<file path="config.mk">
export PLATFORM = sky130hd
export DESIGN_NAME = config_frame_loader_flat
export DESIGN_NICKNAME = d
export VERILOG_FILES = /design/src/rtl/config_frame_loader_if.sv /design/src/rtl/config_frame_loader.sv /design/src/flat_wrapper.sv
export SDC_FILE = /design/constraint.sdc
export NUM_CORES = 1
export LEC_CHECK = 0
export BUFFER_PORTS_ARGS = -buffer_cell sky130_fd_sc_hd__buf_2
export CORE_MARGIN = 2
export CORE_UTILIZATION = 50
export DETAILED_ROUTE_END_ITERATION = 8
export PLACE_DENSITY = 0.76
export SYNTH_ARGS = -nofsm -noshare
export SYNTH_HDL_FRONTEND = slang
export SYNTH_SLANG_ARGS = --single-unit
</file>
<file path="constraint.sdc">
create_clock -name CLK -period 6.6 [get_ports CLK]
set_input_delay 0.66 -clock CLK [delete_from_list [all_inputs] [get_ports CLK]]
set_output_delay 0.66 -clock CLK [all_outputs]
set_load 0.02 [all_outputs]
</file>
<file path="src/rtl/config_frame_loader_if.sv">
// Word-stream handshake between the bitstream front end and the frame loader.
interface config_frame_loader_if #(
   parameter int unsigned WORD_W = 32
);
   logic [WORD_W-1:0] s_data;
   logic              s_valid;
   logic              s_ready;

   modport master (output s_data, output s_valid, input s_ready);
   modport slave  (input s_data, input s_valid, output s_ready);
endinterface

</file>
<file path="src/rtl/config_frame_loader.sv">
// Config frame loader: assembles {header, data words[, checksum]} packets into a
// frame, then drives frame_data and pulses one frame_strobe line with setup/hold
// margins so the fabric's transparent latches capture clean data.
// Optional feature macro: FRAME_CHECKSUM_EN (adds a trailing XOR checksum word).
module config_frame_loader #(
   parameter int unsigned WORD_W     = 32,
   parameter int unsigned FRAME_BITS = 32,
   parameter int unsigned NUM_FRAMES = 20,
   parameter int unsigned SETUP_CYC  = 1,
   parameter int unsigned STROBE_CYC = 2,
   parameter int unsigned HOLD_CYC   = 1
) (
   input  logic                  CLK,
   input  logic                  resetn,
   config_frame_loader_if.slave  stream,
   input  logic                  clr_err,
   output logic [FRAME_BITS-1:0] frame_data,
   output logic [NUM_FRAMES-1:0] frame_strobe,
   output logic                  busy,
   output logic                  err_sync,
   output logic                  err_addr,
   output logic                  err_chk,
   output logic [15:0]           frames_loaded
);

   localparam int unsigned NW = FRAME_BITS / WORD_W;
`ifdef FRAME_CHECKSUM_EN
   localparam bit CHK_EN = 1'b1;
`else
   localparam bit CHK_EN = 1'b0;
`endif
   localparam int unsigned NWORDS = NW + (CHK_EN ? 1 : 0);
   localparam int unsigned WCW    = $clog2(NWORDS + 1);
   localparam int unsigned MAXC01 = (SETUP_CYC > STROBE_CYC) ? SETUP_CYC : STROBE_CYC;
   localparam int unsigned MAXC   = (MAXC01 > HOLD_CYC) ? MAXC01 : HOLD_CYC;
   localparam int unsigned CW     = $clog2(MAXC + 1);
   localparam logic [15:0] SYNC   = 16'hFAB0;

   typedef enum logic [2:0] {
      IDLE   = 3'd0,
      LOAD   = 3'd1,
      CHK    = 3'd2,
      SETUP  = 3'd3,
      STROBE = 3'd4,
      HOLD   = 3'd5
   } state_t;

   state_t                  state_q, state_next;
   logic [WCW-1:0]          wcnt_q;
   logic [CW-1:0]           cnt_q;
   logic [15:0]             idx_q;
   logic                    discard_q;
   logic                    ready_q;
   logic                    busy_q;
   logic [NUM_FRAMES-1:0]   strobe_q;
   logic [NUM_FRAMES-1:0]   strobe_sel;
   logic [FRAME_BITS-1:0]   data_q;
   logic [15:0]             loaded_q;
   logic                    err_sync_q;
   logic                    err_addr_q;
   logic                    err_chk_q;
   logic                    chk_bad_q;

   logic                    accept;
   logic                    hdr_ok;
   logic                    hdr_take;
   logic                    last_word;
   logic                    idx_bad;

   assign accept    = stream.s_valid & ready_q;
   assign hdr_ok    = (stream.s_data[31:16] == SYNC);
   assign hdr_take  = (state_q == IDLE) && accept && hdr_ok;
   assign last_word = (wcnt_q == WCW'(NWORDS - 1));
   assign idx_bad   = (stream.s_data[15:0] >= 16'(NUM_FRAMES));

   // State register.
   always_ff @(posedge CLK or negedge resetn) begin
      if (!resetn) state_q <= IDLE;
      else         state_q <= state_next;
   end

   // Next-state logic.
   always_comb begin
      state_next = state_q;
      case (state_q)
         IDLE:   if (accept && hdr_ok) state_next = LOAD;
         LOAD: begin
            if (accept && last_word) begin
               if (discard_q)   state_next = IDLE;
               else if (CHK_EN) state_next = CHK;
               else             state_next = SETUP;
            end
         end
         CHK:    state_next = chk_bad_q ? IDLE : SETUP;
         SETUP:  if (cnt_q == CW'(SETUP_CYC - 1))  state_next = STROBE;
         STROBE: if (cnt_q == CW'(STROBE_CYC - 1)) state_next = HOLD;
         HOLD:   if (cnt_q == CW'(HOLD_CYC - 1))   state_next = IDLE;
         default: state_next = IDLE;
      endcase
   end

   // One-hot decode of the latched frame index (all zero when out of range).
   always_comb begin
      strobe_sel = '0;
      for (int i = 0; i < int'(NUM_FRAMES); i++) strobe_sel[i] = (idx_q == 16'(i));
   end

   // Dwell counter for the SETUP/STROBE/HOLD phases; restarts on every state change.
   always_ff @(posedge CLK or negedge resetn) begin
      if (!resetn)                                              cnt_q <= '0;
      else if (state_next != state_q)                           cnt_q <= '0;
      else if (state_q == SETUP || state_q == STROBE || state_q == HOLD) cnt_q <= cnt_q + CW'(1);
   end

   // Header capture and word counting within the packet.
   always_ff @(posedge CLK or negedge resetn) begin
      if (!resetn) begin
         idx_q     <= '0;
         discard_q <= 1'b0;
         wcnt_q    <= '0;
      end else if (hdr_take) begin
         idx_q     <= stream.s_data[15:0];
         discard_q <= idx_bad;
         wcnt_q    <= '0;
      end else if (state_q == LOAD && accept) begin
         wcnt_q <= wcnt_q + WCW'(1);
      end
   end

   // Frame assembly: word k lands in slice k counted from the MSB end.
   always_ff @(posedge CLK or negedge resetn) begin
      if (!resetn) begin
         data_q <= '0;
      end else if (state_q == LOAD && accept && !discard_q) begin
         for (int k = 0; k < int'(NW); k++) begin
            if (wcnt_q == WCW'(k)) data_q[FRAME_BITS-1-k*WORD_W -: WORD_W] <= stream.s_data;
         end
      end
   end

`ifdef FRAME_CHECKSUM_EN
   logic [WORD_W-1:0] acc_q;

   // Running XOR of data words; mismatch against the trailing word is flagged for CHK.
   always_ff @(posedge CLK or negedge resetn) begin
      if (!resetn) begin
         acc_q     <= '0;
         chk_bad_q <= 1'b0;
      end else if (hdr_take) begin
         acc_q     <= '0;
         chk_bad_q <= 1'b0;
      end else if (state_q == LOAD && accept) begin
         if (last_word) chk_bad_q <= (stream.s_data != acc_q);
         else           acc_q     <= acc_q ^ stream.s_data;
      end
   end

   // Sticky checksum error; a new error outranks a simultaneous clear.
   always_ff @(posedge CLK or negedge resetn) begin
      if (!resetn)                          err_chk_q <= 1'b0;
      else if (state_q == CHK && chk_bad_q) err_chk_q <= 1'b1;
      else if (clr_err)                     err_chk_q <= 1'b0;
   end
`else
   assign chk_bad_q = 1'b0;
   assign err_chk_q = 1'b0;
`endif

   // Sticky sync/address errors; a new error outranks a simultaneous clear.
   always_ff @(posedge CLK or negedge resetn) begin
      if (!resetn) begin
         err_sync_q <= 1'b0;
         err_addr_q <= 1'b0;
      end else begin
         if (state_q == IDLE && accept && !hdr_ok) err_sync_q <= 1'b1;
         else if (clr_err)                         err_sync_q <= 1'b0;
         if (hdr_take && idx_bad)                  err_addr_q <= 1'b1;
         else if (clr_err)                         err_addr_q <= 1'b0;
      end
   end

   // Registered handshake, busy and strobe derived from the upcoming state.
   always_ff @(posedge CLK or negedge resetn) begin
      if (!resetn) begin
         ready_q  <= 1'b0;
         busy_q   <= 1'b0;
         strobe_q <= '0;
      end else begin
         ready_q  <= (state_next == IDLE) || (state_next == LOAD);
         busy_q   <= (state_next != IDLE);
         strobe_q <= (state_next == STROBE) ? strobe_sel : '0;
      end
   end

   // Saturating count of completed strobes.
   always_ff @(posedge CLK or negedge resetn) begin
      if (!resetn) loaded_q <= '0;
      else if (state_q == STROBE && state_next == HOLD && loaded_q != 16'hFFFF)
         loaded_q <= loaded_q + 16'd1;
   end

   assign stream.s_ready = ready_q;
   assign frame_data     = data_q;
   assign frame_strobe   = strobe_q;
   assign busy           = busy_q;
   assign err_sync       = err_sync_q;
   assign err_addr       = err_addr_q;
   assign err_chk        = err_chk_q;
   assign frames_loaded  = loaded_q;

endmodule
</file>
<file path="src/flat_wrapper.sv">
// flat-port wrapper written by rule: the top's interface ports become plain ports
module config_frame_loader_flat 
#(
   parameter int unsigned WORD_W     = 32,
   parameter int unsigned FRAME_BITS = 32,
   parameter int unsigned NUM_FRAMES = 20,
   parameter int unsigned SETUP_CYC  = 1,
   parameter int unsigned STROBE_CYC = 2,
   parameter int unsigned HOLD_CYC   = 1
)
  (CLK, resetn, clr_err, frame_data, frame_strobe, busy, err_sync, err_addr, err_chk, frames_loaded, stream_s_data, stream_s_valid, stream_s_ready);
  config_frame_loader_if #(.WORD_W(WORD_W)) stream_i ();
  input  logic CLK;
  input  logic resetn;
  input  logic clr_err;
  output logic [FRAME_BITS-1:0] frame_data;
  output logic [NUM_FRAMES-1:0] frame_strobe;
  output logic busy;
  output logic err_sync;
  output logic err_addr;
  output logic err_chk;
  output logic [15:0] frames_loaded;
  input wire logic [$bits(stream_i.s_data)-1:0] stream_s_data;
  input wire logic [$bits(stream_i.s_valid)-1:0] stream_s_valid;
  output wire logic [$bits(stream_i.s_ready)-1:0] stream_s_ready;
  assign stream_i.s_data = stream_s_data;
  assign stream_i.s_valid = stream_s_valid;
  assign stream_s_ready = stream_i.s_ready;
  config_frame_loader #(.WORD_W(WORD_W), .FRAME_BITS(FRAME_BITS), .NUM_FRAMES(NUM_FRAMES), .SETUP_CYC(SETUP_CYC), .STROBE_CYC(STROBE_CYC), .HOLD_CYC(HOLD_CYC)) u_core (.CLK(CLK), .resetn(resetn), .stream(stream_i), .clr_err(clr_err), .frame_data(frame_data), .frame_strobe(frame_strobe), .busy(busy), .err_sync(err_sync), .err_addr(err_addr), .err_chk(err_chk), .frames_loaded(frames_loaded));
endmodule
</file>
==> out/results.ini <==
[outcome]
status = finished clean

[grt]
grt_max_degree = 49
grt_overflow = 0
antenna_found_initial = 0
track_usage_pct = 18.60
grt_first_pass_wirelength_um = 13080
grt_pass1_vias = 2709

[timing]
fin_tns_setup_ps = 0
hold_viol_final = 0
tightest_slew_ps = 837.7
grt_setup_unrepaired = false
fin_crit_sh_pct = 40.37
drv_slew = 0
fin_skew_ps = 10.78
period_needed_ps = 2664
finalSetupViolCount = 0
timing.fmax_mhz = 375.4
slew_headroom_pct = 43.74

[clock_network]
cts_buffer_depth = 2
cts_sinks = 95
clkSlewWorstSetupHoldPaths_ps = 100
cts_buffers = 9
cts_setup_buffers = 0
ctsResizeCount = 0
cts-root-buf = clkbuf_8
insertion_delay_ps = 350
cts_hold_buf = 0
htreeDepth = 3
tritoncts = done

[place]
placed_cell_area_sq_um = 4716
portBuffers = 107
routabilityCongestion = 0.7629
hpwlAfterDp_um = 5735

[worst_setup_path]
critical-path-top-delay-family = compound AO/OA/AOI/OAI gates
slowest_delay_ps = 520
crit_chain = ha_1, mux2_2, o22ai_1, a2bb2oi_4, inv_2, or3_1, nor3_2
crit_slowest_cell = a2bb2oi_4
crit_path_max_fanout = 19
crit_arrival_ps = 2940
critPathLaunchType = flip-flop
required_ps = 6880
critPathCaptureType = flip-flop
path_class = reg -> reg
critical_path_buf_inv_count = 1

[pwr]
power_leakage_nw = 2.273
power_density_nw_per_um2 = 367.4
vdd_drop_max_mv = 0.2141

[floorplanning]
die_w_um = 94.57
ioPinCount = 109
row_count = 33
start_util_pct = 50.68
die_area_sq_um = 8943
dieHeight_um = 94.57
core_area_sq_um = 8093

[yosys]
yosysWarnings = 0
yosysSeqAreaShare_pct = 57.96
ys.flop_type = dfrtp_1
yosys.area.top_type_share_pct = 57.96
netlist.top_cell.by_area = dfrtp_1
synth_area_per_cell_sq_um = 12.94
synth_edf_count = 0
ys_async_sr_fraction_pct = 100.0
synthTopCellsByArea = dfrtp_1 (58%), mux2_2 (14%), nor4_1 (4.1%)
synth.distinct_cells = 48
netlist_area_sq_um = 4101
synth_seq_cells = 95
syn-num-nets = 356
synthCells = 317

[cells_and_area]
area_growth_pct = 19.16
drive_above_1_share_pct = 43.90
seqCellArea_sq_um = 2377
nets = 460
multi_input_area_sq_um = 1624
fillers = 701
postLayoutCellArea_sq_um = 4887
antenna_cells = 0

[routing]
drtIter0Drc = 95
antenna_left = 0
vias = 2849
wl_um = 7907
wire_per_inst_um = 14.89
firstDrtPassIters = 4
drc = 0
via_per_inst = 5.365

[job]
maxCapViolations = 0

[min_path]
hold_path_class = in -> async

synthesized netlist by cell type (all sizes together), types with 2 or more instances:
| cell type | instances |
|---|---|
| nand2 | 21 |
| clkbuf | 5 |
| nor3 | 8 |
| nand4bb | 2 |
| xor2 | 16 |
| nand2b | 2 |
| nor2 | 11 |
| o21ai | 5 |
| nand3 | 11 |
| dfrtp | 95 |
| mux2 | 50 |
| and4 | 2 |
| ha | 3 |
| nand4 | 6 |
| nor4 | 31 |
| a21oi | 3 |
| xnor2 | 2 |
| nor2b | 7 |
| buf | 12 |
| nor4b | 2 |
| mux2i | 2 |
| nor3b | 2 |
| inv | 6 |
path summary, 6_finish.rpt:
check                                                    start                                   to  slack, ps  cells after the start
max in group asynchronous                               resetn  u_core.frames_loaded[8]$_DFFE_PN0P_       5280                      2
setup reg to reg                   u_core.cnt_q[0]$_DFFE_PN0P_    u_core.frame_strobe[16]$_DFF_PN0_       3940                      7
hold / removal                                          resetn    u_core.frame_strobe[15]$_DFF_PN0_        320                      1
setup / recovery                   u_core.cnt_q[0]$_DFFE_PN0P_    u_core.frame_strobe[16]$_DFF_PN0_       3940                      7
min in group CLK           u_core.frames_loaded[9]$_DFFE_PN0P_  u_core.frames_loaded[9]$_DFFE_PN0P_        490                      1
hold reg to reg            u_core.frames_loaded[9]$_DFFE_PN0P_  u_core.frames_loaded[9]$_DFFE_PN0P_        490                      1
state kept, by name, indices dropped and copies added (netlist names):
register	flops
u_core.err_addr	1
u_core.wcnt_q	1
u_core.stream.s_ready	1
u_core.idx_q	16
u_core.busy	1
u_core.state_q	3
u_core.frame_strobe	20
u_core.frames_loaded	16
u_core.discard_q	1
u_core.cnt_q	2
u_core.frame_data	32
u_core.err_sync	1
worst reg2reg max path: stages (launching register included):
cell and delay (ps):
dfrtp_1 450, ha_1 220, mux2_2 270, o22ai_1 250
a2bb2oi_4 520, inv_2 280, or3_1 490, nor3_2 130
where the power goes:
group / switching (W) / total, W / internal [W]
logic: 0.000393 / 0.000652 / 0.000260
registers: 0.0000888 / 0.000804 / 0.000715
clock network: 0.000200 / 0.000340 / 0.000139
per-layer routing:
| layer | global-route usage [%] | part of all wire (%) | vias up |
|---|---|---|---|
| met3 | 3.831 | 5.6 | 13 |
| met1 | 25.36 | 45 | 1394 |
| li1 | - | - | 1357 |
| met2 | 29.88 | 48 | 85 |
| met4 | 6.522 | 1.5 | 0 |
| met5 | 0 | 0 | - |
cell usage in the layout, fill, tap and decap left out, types with 3 or more instances in the layout:
master,n
nand2_1,20
nor4_4,4
ha_1,3
nor2b_1,7
dfrtp_1,95
nand3_1,11
buf_2,106
mux2_2,50
o21ai_0,4
xor2_1,16
clkbuf_8,9
nor3_1,7
a21oi_1,3
nor2_1,11
nor4_1,27
nand4_1,6
buf_4,4
inv_1,5
logic make-up (layout without fill, tap and decap cells):
family                     count (synthesis)  after routing  synth area share, %
and+or+nand+nor                          109            109                17.27
DFF                                       95             95                57.96
muxes                                     52             52                14.22
buffers and inverters                     23            132                2.654
xor gates and xnor gates                  18             18                3.844
AOI/OAI and AO/OA                         16             16                3.051
adders and majority gates                  3              3               0.9153
other                                      1              1              0.09143
area by class of cell:
class	instances	share of cell area, %
Sequential cell	95	48.64
Multi-Input combinational cell	199	33.23
Timing Repair Buffer	110	11.47
Tap cell	105	2.688
Clock buffer	10	2.611
Clock inverter	6	0.8961
Inverter	6	0.4608
through the flow:
step                std cells  power [W]  setup WS [ps]  utilization, %  hold WS (ps)
global placement          515   0.001454           3911           58.27         471.0
floorplan                 317   0.001273           4253               -         364.4
finish                    531   0.001796           3936           60.39         315.1
global route              531   0.001906           3745           60.39         356.3
CTS                       531   0.001820           3901           60.39         321.8
detailed placement        515   0.001476           3839           58.27         482.5
No activity file was read; power rests on OpenSTA's default activity.
